--- src/rtl/layer_sequencer.sv ---
// Layer sequencer: walks a programmable table of layer configurations, driving the
// accelerator's config bus and start pulse, with watchdog and per-layer cycle count.
module layer_sequencer #(
  parameter int NUM_LAYERS = 8,
  parameter int LIDX_W     = 3,
  parameter int TMO_W      = 24
) (
  input  logic              clk,
  input  logic              rst_n,
  input  logic              cfg_we,
  input  logic [LIDX_W-1:0] cfg_addr,
  input  logic [36:0]       cfg_wdata,
  input  logic [LIDX_W:0]   num_layers,
  input  logic [TMO_W-1:0]  timeout_limit,
  input  logic              run,
  input  logic              abort,
  input  logic              acc_done,
  output logic              start,
  output logic [8:0]        ifm_size,
  output logic [10:0]       ifm_channel,
  output logic [1:0]        kernel_size,
  output logic [10:0]       num_filter,
  output logic              maxpool_mode,
  output logic [1:0]        maxpool_stride,
  output logic              upsample_mode,
  output logic [8:0]        ofm_size,
  output logic [LIDX_W-1:0] layer_idx,
  output logic              busy,
  output logic              seq_done,
  output logic              error,
  output logic [1:0]        err_code,
  output logic [TMO_W-1:0]  last_cycles,
  output logic [2:0]        dbg_state
);

  // Handshake: run is a one-cycle request honoured only in IDLE; start is a one-cycle
  // pulse; acc_done is sampled only in WAIT, where abort takes priority over it.
  typedef enum logic [2:0] {
    S_IDLE  = 3'd0,
    S_LOAD  = 3'd1,
    S_START = 3'd2,
    S_WAIT  = 3'd3,
    S_NEXT  = 3'd4,
    S_DONE  = 3'd5,
    S_ERR   = 3'd6
  } state_t;

  localparam logic [1:0] ERR_CFG   = 2'd1;
  localparam logic [1:0] ERR_TMO   = 2'd2;
  localparam logic [1:0] ERR_ABORT = 2'd3;

  state_t              state_q, state_d;
  logic [LIDX_W-1:0]   lidx_q, lidx_d;
  logic [LIDX_W:0]     nl_q, nl_d;
  logic [36:0]         cfg_q, cfg_d;
  logic [8:0]          ofm_q, ofm_d;
  logic [TMO_W-1:0]    cnt_q, cnt_d;
  logic [TMO_W-1:0]    last_q, last_d;
  logic                err_q, err_d;
  logic [1:0]          code_q, code_d;

  logic [36:0]         tbl_q [NUM_LAYERS];

  logic [36:0]         entry;
  logic [8:0]          e_ifm;
  logic [10:0]         e_ch;
  logic [1:0]          e_k;
  logic [10:0]         e_nf;
  logic                e_mp;
  logic [1:0]          e_st;
  logic                e_up;
  logic [8:0]          conv_out;
  logic [8:0]          ofm_calc;
  logic                cfg_ok;
  logic                nl_ok;
  logic [LIDX_W:0]     lidx_inc;
  logic [TMO_W-1:0]    cnt_inc;
  logic                busy_w;

  assign entry = tbl_q[lidx_q];
  assign {e_ifm, e_ch, e_k, e_nf, e_mp, e_st, e_up} = entry;

  assign cfg_ok = ((e_k == 2'd1) || (e_k == 2'd3)) &&
                  (e_ifm >= {7'd0, e_k}) &&
                  (e_ch != 11'd0) &&
                  (e_nf != 11'd0) &&
                  !(e_mp && e_up) &&
                  (!e_mp || (e_st == 2'd1) || (e_st == 2'd2));

  // Output size keeps only 9 bits; an upsampled 511 wraps intentionally.
  assign conv_out = e_ifm - {7'd0, e_k} + 9'd1;
  always_comb begin
    ofm_calc = conv_out;
    if (e_up) begin
      ofm_calc = {conv_out[7:0], 1'b0};
    end else if (e_mp && (e_st == 2'd2)) begin
      ofm_calc = {1'b0, conv_out[8:1]};
    end
  end

  assign nl_ok    = (num_layers != '0) && (num_layers <= (LIDX_W+1)'(NUM_LAYERS));
  assign lidx_inc = {1'b0, lidx_q} + (LIDX_W+1)'(1);
  assign cnt_inc  = (&cnt_q) ? cnt_q : cnt_q + TMO_W'(1);
  assign busy_w   = (state_q == S_LOAD) || (state_q == S_START) ||
                    (state_q == S_WAIT) || (state_q == S_NEXT);

  always_comb begin
    state_d = state_q;
    lidx_d  = lidx_q;
    nl_d    = nl_q;
    cfg_d   = cfg_q;
    ofm_d   = ofm_q;
    cnt_d   = cnt_q;
    last_d  = last_q;
    err_d   = err_q;
    code_d  = code_q;
    case (state_q)
      S_IDLE: begin
        if (run) begin
          err_d  = 1'b0;
          code_d = 2'd0;
          lidx_d = '0;
          if (nl_ok) begin
            nl_d    = num_layers;
            state_d = S_LOAD;
          end else begin
            err_d  = 1'b1;
            code_d = ERR_CFG;
          end
        end
      end
      S_LOAD: begin
        if (abort) begin
          state_d = S_ERR;
          err_d   = 1'b1;
          code_d  = ERR_ABORT;
        end else begin
          cfg_d = entry;
          ofm_d = ofm_calc;
          if (cfg_ok) begin
            state_d = S_START;
          end else begin
            state_d = S_ERR;
            err_d   = 1'b1;
            code_d  = ERR_CFG;
          end
        end
      end
      S_START: begin
        cnt_d = '0;
        if (abort) begin
          state_d = S_ERR;
          err_d   = 1'b1;
          code_d  = ERR_ABORT;
        end else begin
          state_d = S_WAIT;
        end
      end
      S_WAIT: begin
        cnt_d = cnt_inc;
        if (abort) begin
          state_d = S_ERR;
          err_d   = 1'b1;
          code_d  = ERR_ABORT;
        end else if (acc_done) begin
          last_d  = cnt_inc;
          state_d = S_NEXT;
        end else if ((timeout_limit != '0) && (cnt_inc == timeout_limit)) begin
          state_d = S_ERR;
          err_d   = 1'b1;
          code_d  = ERR_TMO;
        end
      end
      S_NEXT: begin
        if (abort) begin
          state_d = S_ERR;
          err_d   = 1'b1;
          code_d  = ERR_ABORT;
        end else if (lidx_inc == nl_q) begin
          state_d = S_DONE;
        end else begin
          lidx_d  = lidx_inc[LIDX_W-1:0];
          state_d = S_LOAD;
        end
      end
      S_DONE:  state_d = S_IDLE;
      S_ERR:   state_d = S_IDLE;
      default: state_d = S_IDLE;
    endcase
  end

  always_ff @(posedge clk) begin
    if (rst_n) begin
      state_q <= S_IDLE;
      lidx_q  <= '0;
      nl_q    <= '0;
      cfg_q   <= '0;
      ofm_q   <= '0;
      cnt_q   <= '0;
      last_q  <= '0;
      err_q   <= 1'b0;
      code_q  <= 2'd0;
    end else begin
      state_q <= state_d;
      lidx_q  <= lidx_d;
      nl_q    <= nl_d;
      cfg_q   <= cfg_d;
      ofm_q   <= ofm_d;
      cnt_q   <= cnt_d;
      last_q  <= last_d;
      err_q   <= err_d;
      code_q  <= code_d;
    end
  end

  // Table survives reset so a sequence can be replayed without reprogramming.
  always_ff @(posedge clk) begin
    if (cfg_we && !busy_w) begin
      tbl_q[cfg_addr] <= cfg_wdata;
    end
  end

  assign {ifm_size, ifm_channel, kernel_size, num_filter,
          maxpool_mode, maxpool_stride, upsample_mode} = cfg_q;
  assign ofm_size    = ofm_q;
  assign layer_idx   = lidx_q;
  assign start       = (state_q == S_START);
  assign busy        = busy_w;
  assign seq_done    = (state_q == S_DONE);
  assign error       = err_q;
  assign err_code    = code_q;
  assign last_cycles = last_q;
  assign dbg_state   = state_q;

endmodule

--- config.mk ---
export PLATFORM = sky130hd
export DESIGN_NAME = layer_sequencer
export DESIGN_NICKNAME = d
export VERILOG_FILES = /design/src/rtl/layer_sequencer.sv
export SDC_FILE = /design/constraint.sdc
export NUM_CORES = 1
export LEC_CHECK = 0
export CORE_ASPECT_RATIO = 0.75
export CORE_MARGIN = 1
export CORE_UTILIZATION = 55
export CTS_CLUSTER_SIZE = 30
export DETAILED_ROUTE_END_ITERATION = 8
export DONT_BUFFER_PORTS = 1
export PLACE_DENSITY = 0.7
export SLEW_MARGIN = 10
export SYNTH_ARGS = -nofsm -noshare
export SYNTH_HDL_FRONTEND = slang
export SYNTH_SLANG_ARGS = --single-unit
export TNS_END_PERCENT = 5
--- constraint.sdc ---
create_clock -name clk -period 6.9 [get_ports clk]
set_clock_uncertainty 0.1 [all_clocks]
set_input_delay 1.38 -clock clk [delete_from_list [all_inputs] [get_ports clk]]
set_output_delay 1.38 -clock clk [all_outputs]
set_load 0.1 [all_outputs]
==> Word level (Yosys, flattened, before mapping) <==
Memories as Yosys holds them, arrays and structs flattened. A register that Yosys moved wholly into a read port is not among the register bits.
Cells that the tools add are included.
{ "word_totals": {"input_bits": 74, "word_cells": 113, "out_inout_bits": 82, "register_bits": 107, "ram_bits": 296, "memories": 1} }
{ "op_classes": {"n_reduce_logical": 35, "magnitude_cmp": 2, "mux": 41, "n_bitwise": 1, "eq_ne": 20, "n_addsub": 4} }
{ "mem_list": {"columns": ["memory", "words", "width", "read_ports", "rd_clocked_by_memory_dff", "write_ports", "line", "text"], "rows": [
  ["tbl_q", 8, 37, 1, 1, 1, "62", "logic [36:0] tbl_q [NUM_LAYERS];"]
]} }
{ "ops": {"columns": ["op", "count"], "rows": [
  ["one-hot mux 24 bit (2 select lines)", 1],
  ["two-way mux 3 bit", 15],
  ["adder 24 x 1 -> 24 bit, second input constant", 1],
  ["== test 24 bit", 1],
  ["two-way mux 24 bit", 1],
  ["AND reduction 24 bit", 1],
  ["nonzero test 24 bit", 1],
  ["nonzero test 11 bit", 2],
  ["two-way mux 9 bit", 2],
  ["one-hot mux 3 bit (5 select lines)", 1],
  ["two-way mux 2 bit", 7],
  ["two-way mux 1 bit", 11],
  ["logical AND 1 bit", 10],
  ["adder 9 x 1 -> 9 bit, second input constant", 1],
  [">= comparator 9 x 2 -> 1 bit", 1],
  ["AND reduction 3 bit", 3],
  ["subtractor 9 x 2 -> 9 bit", 1],
  ["inequality test 2 bit, second input constant", 4],
  ["one-hot mux 2 bit (4 select lines)", 1],
  ["nonzero test 4 bit", 2],
  ["== test 3 x 2 -> 1 bit, second input constant", 2],
  ["== test 3 bit, second input constant", 2],
  ["logical OR 1 bit", 6],
  ["inequality test 3 bit, second input constant", 2],
  ["19 further kinds", 24]
]} }

==> Logic depth before layout (Yosys ltp) <==
{ "depth": {"word_depth": 10, "depth_mapped": 21, "mapped_depth_nobuf": 16} }

==> Worst setup path before layout <==
OpenSTA, ideal clock, no wires.
{ "synth_timing": {"kind": "register to output", "from": "reg state_q[2], in the netlist dbg_state[2]", "to": "out seq_done", "arrival_time_ns": 3.732, "path_stages_with_launch": 4, "n_path_buf": 2, "required_ns": 5.420, "setup_slack_ns": 1.688, "path_cell_list": "dfxtp_1 clkbuf_1 clkbuf_1 nor3b_1"} }
{ "synth_via": {"elab_chain_cells": 1} }
{ "synth_lines": {"columns": ["element", "line", "text"], "rows": [
  ["start: declaration", "52", "state_t state_q, state_d;"],
  ["start signal: assignment", "204", "state_q <= state_d;"],
  ["== test 3 bit", "229", "assign seq_done = (state_q == S_DONE);"],
  ["end: declaration", "29", "output logic seq_done,"]
]} }
No other way between the ends.

==> flow_metrics.tcl <==
set metrics [dict create \
    setup_violations 0 \
    cts-root-buf "clkbuf_16" \
    multi_input_area_mm2 0.006221 \
    arrival_ns 4.81 \
    yosysMostFrequentCell "edfxtp_1" \
    initial_core_util_pct 56.41 \
    path_max_fanout 28 \
    slowest_stage "dfxtp_2" \
    cts_hold_buf 0 \
    die_w_um 209.7 \
    seqPwrFrac_pct 52.3 \
    ys_ff_latch 406 \
    slew_viol_final 0 \
    finalSetupTns_ns 0 \
    grt_pass1_wl_um 66560 \
    fin_crit_sh_pct 65.58 \
    area_growth_pct 10.01 \
    synth_cell_type_count 74 \
    core-area_mm2 0.03153 \
    ys_warn_count 0 \
    crit_type "reg2reg" \
    grt.total_usage_pct 27.27 \
    synth_commonest_cells "296 x edfxtp_1, 126 x nor2_1, 110 x dfxtp_1, 90 x nand2_1, 71 x a21oi_1" \
    rsz0062_at_grt "false" \
    finalCriticalPeriod_ns 4.525 \
    seq_area_mm2 0.01110 \
    antenna_found_initial 2 \
    muxShareOfSynthArea_pct 11.28 \
    swShare_pct 32.26 \
    p_switching_uw 2056 \
    maxCapViolCount 0 \
    synth-simple-area-share_pct 10.21 \
    clkLatencyLatePin_ns 0.56 \
    yosysTopAreaCell "edfxtp_1" \
    die_h_um 157.7 \
    vias_per_cell 6.373 \
    async_reset_ff_share_pct 0 \
    grt_start_max_net_pins 87 \
    synthFlopType "edfxtp_1" \
    first_pass_iters 5 \
    synth_xor_area_share_pct 1.998 \
    end_kind "flop" \
    ant_nets 0 \
    status "finished, final reports clean" \
    cts_tree "yes" \
    synth_compound_area_share_pct 9.510 \
    drt_wl_total_um 44510 \
    peakVddDrop_v 0.0001894 \
    row_count 56 \
    n_antenna_cell 0 \
    max_stage_delay_ns 0.98 \
    gr-total-overflow 0 \
    cp_common_cell "inv_1" \
    worstPathRequired_ns 7.19 \
    place_congestion 0.9905 \
    cts-htree-levels 2 \
    io_pins 156 \
    power.density_mw_per_mm2 325.7 \
    final_layout_size_suffix_gt1_share_pct 13.74 \
    internal-power_uw 4317 \
    yosysTopAreaCellShare_pct 49.97 \
    grt_pass1_vias 10680 \
    syn_area_mm2 0.01779 \
    drc 0 \
    clkPwrFrac_pct 35.0 \
    clock_sinks 406 \
    worst_pin_slew_ns 1.140 \
    hold_viol 0 \
    hp-class "reg2reg" \
    post-cts-setup-buffers 0 \
    cts.repair.resized 0 \
    slew_headroom_pct 23.91 \
    hpwl_um 28670 \
    clk_pin_slew_ns 0.06 \
    cp_cell_sequence "mux4_2 -> mux2i_1 -> inv_1 -> ha_1 -> inv_1 -> ha_1 -> inv_1 -> fa_1 -> o21bai_1 -> a21oi_1 -> o21bai_1 -> a21oi_1 -> xnor2_1 -> mux2i_1 -> nand2_1 -> a31oi_1" \
    avgSynthCellArea_um2 13.22 \
    cts_buffers 40 \
    drt-wirelength-per-cell_um 25.19 \
    clock_path_buffers 3 \
    fin_hold_ws_ns 0.4254 \
    p_leak_uw 0.006250 \
    cp-start-kind "flop" \
    netlist_instances 1345 \
    drt-initial-drc-count 1053 \
    fp.dieArea_mm2 0.03307 \
    synth_edf_count 296 \
    synth_top_family_by_area "multiplexers" \
    fillers 2348 \
    fmax_ghz 0.2210 \
    pwr-share-comb_pct 12.7 \
    vias 11261 \
    fin_nets 1425 \
    synthTopCellsByArea "edfxtp_1 50%, dfxtp_1 12%, mux4_2 7.0%, mux2i_1 3.9%, nor2_1 2.7%" \
    io_buffers 0 \
    synth-adder-area-share_pct 1.590 \
    syn-num-nets 1441 \
    yosysSeqAreaShare_pct 62.35 \
]
-- sequential cells by signal, indices dropped and copies added (netlist names), 3 cells and up, named ones only --
register     cells
nl_q             4
ofm_size         9
cfg_q           37
tbl_q          296
dbg_state        3
layer_idx        3
cnt_q           24
last_cycles     24
-- cell type report --
class	instances	area share, %
tap	406	2.596
clock inverter	18	0.9719
clock buffer	56	6.055
inverter	36	0.6906
sequential	406	56.72
timing repair buffer	28	1.177
multi-input combinational	817	31.79
-- logic make-up after synthesis --
| logic type | Yosys count |
|---|---|
| AO/OA/AOI/OAI | 254 |
| XOR/XNOR | 39 |
| adder cells (fa/ha/maj) | 22 |
| buffers and inverters | 122 |
| flip-flops | 406 |
| multiplexers | 131 |
| AND/OR/NAND/NOR | 371 |
-- routing by layer --
metal,global-route usage (%),vias up,share of wire [%]
met5,0,-,0
met2,41.04,508,45
met1,39.65,5614,44
li1,-,5078,-
met4,8.203,0,2.3
met3,6.328,61,8.9
-- path summary, 6_finish.rpt --
check	slack, ns	endpoint	from	depth (start not counted)
setup reg to reg	2.38	ofm_size[6]	flop	16
hold / removal	0.43	nl_q[2]	nl_q[2]	2
setup / recovery	2.38	ofm_size[6]	flop	16
hold reg to reg	0.43	nl_q[2]	nl_q[2]	2
-- power by group through the flow --
stage,sequential [µW],clock (µW),combinational (µW)
finish,3340,2230,807
detailed placement,3390,0,798
global route,3350,2360,878
global placement,3380,0,789
CTS,3340,2260,805
floorplan,3400,0,556
-- cell usage in the layout (no fill, tap or decap), types with 7 or more instances in the layout --
cell / count
nand2_1: 90
edfxtp_1: 296
xnor2_1: 29
a21oi_1: 71
o21ai_0: 53
xor2_1: 9
nor2_1: 119
a221oi_1: 12
dfxtp_1: 106
mux2i_1: 70
a22oi_1: 16
a211oi_1: 31
a31oi_1: 7
nor4_1: 13
ha_1: 21
and2_1: 10
buf_4: 27
clkbuf_16: 43
clkinv_2: 8
nor3_1: 31
nand2b_1: 9
nand4_1: 10
mux4_2: 55
inv_1: 36
nand3_1: 22
clkbuf_1: 7
or4_1: 8
nor2b_1: 9
-- stage by stage --
step	instance area, µm²	util [%]	total power (µW)	cells	setup slack, ns
after floorplan	17790	-	3957	1345	1.688
after global placement	18190	57.70	4171	1693	2.486
after detailed placement	18190	57.70	4187	1693	2.416
after CTS	19570	62.06	6401	1767	2.360
after global routing	19570	62.06	6582	1767	2.025
final	19570	62.06	6372	1767	2.375
-- critical path, delay by kind of cell (launching register included) --
kind	cells	cell delay [ns]
multiplexers	3	1.16
flip-flops	1	0.98
adder cells (fa/ha/maj)	3	0.89
AO/OA/AOI/OAI	5	0.57
buffers and inverters	3	0.25
XOR/XNOR	1	0.25
AND/OR/NAND/NOR	1	0.09
No activity file was read; power rests on OpenSTA's default activity.
==> edit 1 (config.mk and constraints unchanged) <==
Change the parameter `TMO_W` from 24 to 48.
--- a/src/rtl/layer_sequencer.sv
+++ b/src/rtl/layer_sequencer.sv
@@ -3,7 +3,7 @@
 module layer_sequencer #(
   parameter int NUM_LAYERS = 8,
   parameter int LIDX_W     = 3,
-  parameter int TMO_W      = 24
+  parameter int TMO_W      = 48
 ) (
   input  logic              clk,
   input  logic              rst_n,
Interface: changed (resized last_cycles and timeout_limit); port bits go from 156 to 204. No check against the original RTL was run, so the function may have changed too.
==> edit 1 against the original RTL <==
Global-route usage up 3.5 points; sequential cell count up 48; worst setup slack worse by 0.44 ns; first-iteration DRC count up 31%; largest cell class unchanged; non-clock buffer count down 1; routed wire length up 33%; maximum frequency down 8.9%; synthesized area up 17%; design area up 16%; count of clock-buffer cells in the layout down 4.
Power is not compared: it rests on default switching activity, and its combinational part moved more than twofold at a synthesized area within 25%.
==> edit 1: results <==
{
  "largest_register": "tbl_q",
  "p_leak_nw": 7.06,
  "hold_slack_ns": 0.420,
  "use_met2": 0.418,
  "port_buffers": 0,
  "cts.repair.resized": 0,
  "htreeDepth": 2,
  "routed_via_density": 6.45,
  "use_met1": 0.481,
  "grt_pass1_wl_um": 86300,
  "cts_buffers": 43,
  "grt_pass1_vias": 13202,
  "drt-pass1-iter-count": 6,
  "synth_common_cells": "296 x edfxtp_1, 216 x nor2_1, 158 x dfxtp_1",
  "status": "complete, no violations",
  "reg2regPathDepth": 12,
  "yosysWarnings": 0,
  "grt_use_met3": 0.0878,
  "synth_compound_area_frac": 0.101,
  "fillers": 2963,
  "holdPathStages": 2,
  "clk_latency_ns": 0.57,
  "post-dp-hpwl_um": 40700,
  "root_buffer": "clkbuf_16",
  "grt_max_degree": 154,
  "grt_antenna_before_repair": 0,
  "async_reset_ff_frac": 0,
  "r2r_start": "cnt_q[0]",
  "yosys.area_share.xor_xnor": 0.0292,
  "cp_max_fo": 16,
  "synthAdderAreaFrac": 0.0136,
  "min_from": "nl_q[0]",
  "synth_nets": 1849,
  "synthTopCellsByArea": "edfxtp_1 43%, dfxtp_1 15%, mux4_2 8.0%, nor2_1 3.9%, a211oi_1 3.0%",
  "arrival_ns": 5.38,
  "grt_use_total": 0.308,
  "place.gp.congestion": 1.01,
  "largest_reg_flops": 296,
  "whs_endpoint": "nl_q[0]",
  "seq_area_frac_synth": 0.578,
  "path_clk_slew_ns": 0.06,
  "cts_setup_buffers": 0,
  "r2r-end": "dbg_state[2]",
  "min_path_type": "reg2reg",
  "internal_power_mw": 4.35,
  "ys_types": 75,
  "wl_per_cell_um": 26.8,
  "drt_iter0_markers": 1382,
  "max_cap_viol_count": 0,
  "slew_headroom": 0.200,
  "reg2reg_slack_ns": 1.93,
  "synth.area.mux_share": 0.115,
  "drive_gt1_frac": 0.118
}
## edit 1: kinds of logic (layout without fill, tap and decap cells)
kind of cell,Yosys count,after routing
AND/OR/NAND/NOR,558,558
buffers and inverters,161,140
other,0,1
multiplexers,145,145
flip-flops,454,454
adder cells (fa/ha/maj),22,22
AO/OA/AOI/OAI,321,321
XOR/XNOR,68,68
## edit 1: worst max path at each step
stage                  from      endpoint  cells past startpoint
4_1_cts            cnt_q[0]  dbg_state[2]                     12
6_report           cnt_q[0]  dbg_state[2]                     12
3_3_place_gp       cnt_q[0]  dbg_state[2]                     13
5_1_grt            cnt_q[0]  dbg_state[2]                     13
3_5_place_dp       cnt_q[0]  dbg_state[2]                     12
2_1_floorplan  dbg_state[0]      seq_done                      4
## edit 1: layout make-up
cell class                 instances  area (um2)  share of cell area
multi-input combinational       1114        8230               0.363
timing repair buffer              27         235              0.0104
clock inverter                    26         216             0.00956
tap                              504         631              0.0279
clock buffer                      52        1130              0.0499
sequential                       454       12100               0.533
inverter                          35         131             0.00580
antenna                            1        2.50            0.000111
## edit 1: per-stage QoR
step / instances / cell area (um2) / setup WS, ns
6_report: 2213 / 22600 / 1.93
4_1_cts: 2212 / 22600 / 2.06
3_3_place_gp: 2134 / 21300 / 2.24
2_1_floorplan: 1729 / 20900 / 1.57
3_5_place_dp: 2134 / 21300 / 2.09
5_1_grt: 2212 / 22600 / 1.69
## edit 1: layer usage
layer  share of wire  vias to the layer above
met2            0.41                      709
li1                -                     6447
met3            0.11                       66
met4           0.019                        0
met1            0.46                     7044
met5               0                        -
## edit 1: power groups by stage
stage / combinational [mW] / clock (mW) / sequential, mW
2_1_floorplan: 0.267 / 0 / 3.32
3_3_place_gp: 0.346 / 0 / 3.34
3_5_place_dp: 0.352 / 0 / 3.35
4_1_cts: 0.354 / 2.31 / 3.29
5_1_grt: 0.385 / 2.42 / 3.29
6_report: 0.357 / 2.29 / 3.29
## edit 1: critical path: stages (launching register included)
cell and delay (ns):
dfxtp_1 0.47, ha_1 0.37, nand4_2 0.26, nor4_4 0.61
nand2_1 0.56, o21ai_1 0.52, nor2_1 0.14, xnor2_1 0.51
o221ai_1 0.23, nor4_1 0.39, nand4_1 0.37, nand3b_1 0.23
o211a_1 0.15
==> edit 2 (same flow settings) <==
Made on the original files. Put a register stage on the outputs `start`, `busy` and `seq_done`, with the module's reset. The values now appear one clock later. The other outputs are not delayed to match. Comments in the files are not updated.
--- a/src/rtl/layer_sequencer.sv
+++ b/src/rtl/layer_sequencer.sv
@@ -224,9 +224,17 @@
           maxpool_mode, maxpool_stride, upsample_mode} = cfg_q;
   assign ofm_size    = ofm_q;
   assign layer_idx   = lidx_q;
-  assign start       = (state_q == S_START);
-  assign busy        = busy_w;
-  assign seq_done    = (state_q == S_DONE);
+  always_ff @(posedge clk) begin
+    if (rst_n) begin
+      start    <= '0;
+      busy     <= '0;
+      seq_done <= '0;
+    end else begin
+      start    <= (state_q == S_START);
+      busy     <= busy_w;
+      seq_done <= (state_q == S_DONE);
+    end
+  end
   assign error       = err_q;
   assign err_code    = code_q;
   assign last_cycles = last_q;
Function: changed (a bounded check fails within 4 cycles, from zero or initial values and one cycle with rst_n high).
==> edit 2 against the original RTL <==
Worst setup slack better by 0.20 ns; routed wire length up 1.2%; non-clock buffer count down 6; combinational power down 15%; synthesized cell count down 0.52%; power down 0.65%; count of clock-buffer cells in the layout up 3; critical path depth down 2; design area up 0.81%; synthesized area up 1.7%; sequential cell count up 3; highest routed layer unchanged.
==> edit 2: results <==
{
  "synth_common_cells": "296 x edfxtp_1, 132 x nor2_1, 113 x dfxtp_1",
  "critPathTopFamily": "multiplexers",
  "async_reset_ff_frac": 0,
  "p_leak_nw": 6.26,
  "reg_top3": "tbl_q x296, cfg_q x37",
  "crit_path_top_delay_cell": "dfxtp_4",
  "wl_per_cell_um": 25.2,
  "arrival_ns": 4.68,
  "post-dp-hpwl_um": 29200,
  "grt_pass1_vias": 11141,
  "cp_max_fo": 40,
  "cts_buffers": 41,
  "ys_types": 87,
  "clk_latency_ns": 0.56,
  "place.gp.congestion": 1.03,
  "synthTopCellsByArea": "edfxtp_1 49%, dfxtp_1 13%, mux4_2 7.1%, mux2i_1 3.8%, nor2_1 2.7%",
  "seq_area_frac_synth": 0.617,
  "grt_max_degree": 105,
  "drt-pass1-iter-count": 5,
  "p_seq_frac": 0.555,
  "grt_pass1_wl_um": 68800,
  "clk_path_buf_depth": 3,
  "cts.repair.resized": 0,
  "placed_cells": 1712,
  "switchingPower_mw": 2.10,
  "grt_use_total": 0.273,
  "fin_cells": 1788,
  "ir_worst_vdd_mv": 0.289,
  "yosysWarnings": 0,
  "slew_headroom": 0.216,
  "syn-instance-count": 1338,
  "synth_edf_count": 296,
  "min_path_type": "reg2reg",
  "placed_area_um2": 18400,
  "drt_iter0_markers": 1121,
  "port_buffers": 0,
  "cts_setup_buffers": 0,
  "htreeDepth": 2,
  "drive_gt1_frac": 0.132,
  "path_clk_slew_ns": 0.07,
  "grt_antenna_before_repair": 1,
  "synth_nets": 1434,
  "critPathMaxStageDelay_ns": 0.87,
  "status": "complete, no violations",
  "root_buffer": "clkbuf_16",
  "ys.flop_type": "edfxtp_1",
  "routed_via_density": 6.29,
  "num_antenna_cells": 0
}
-- edit 2: power by group through the flow --
stage	clock network, mW	logic (mW)	registers [mW]
after floorplan	0	0.527	3.51
after global placement	0	0.673	3.56
after detailed placement	0	0.684	3.56
after CTS	2.15	0.687	3.52
after global routing	2.26	0.762	3.53
final	2.13	0.687	3.52
-- edit 2: cell type report --
class / count / area (um2)
Multi-Input combinational cell: 807 / 6420
Tap cell: 442 / 553
Clock inverter: 17 / 150
Timing Repair Buffer: 22 / 165
Fill cell: 2486 / 12700
Clock buffer: 59 / 1150
Sequential cell: 409 / 11200
Inverter: 32 / 120
-- edit 2: cells by family (layout without fill, tap and decap cells) --
family	Yosys count	in the layout	synth area share
DFF	409	409	0.617
and+or+nand+nor	376	376	0.104
AOI/OAI and AO/OA	230	230	0.0917
muxes	133	133	0.116
buffers and inverters	122	130	0.0314
xor gates and xnor gates	46	46	0.0246
adders and majority gates	22	22	0.0156
-- edit 2: metrics by stage --
stage / utilization / hold WS (ns) / worst slack [ns]
global placement: 0.569 / 0.411 / 2.69
floorplan: - / 0.384 / 1.83
detailed placement: 0.569 / 0.416 / 2.59
CTS: 0.609 / 0.430 / 2.56
global route: 0.609 / 0.452 / 2.23
finish: 0.609 / 0.425 / 2.58
-- edit 2: worst paths after layout --
| check | cells past startpoint | startpoint | slack (ns) | end |
|---|---|---|---|---|
| worst min register to register | 2 | nl_q[1] | 0.43 | nl_q[1] |
| worst min-delay path | 2 | nl_q[1] | 0.43 | nl_q[1] |
| worst max-delay path | 14 | flop | 2.58 | ofm_size[7] |
| worst max register to register | 14 | flop | 2.58 | ofm_size[7] |
-- edit 2: per-layer routing --
layer | wire length, um | GRT usage
met5 | 0 | 0
met1 | 20500 | 0.427
met2 | 18900 | 0.377
met4 | 813 | 0.0629
met3 | 4830 | 0.0755
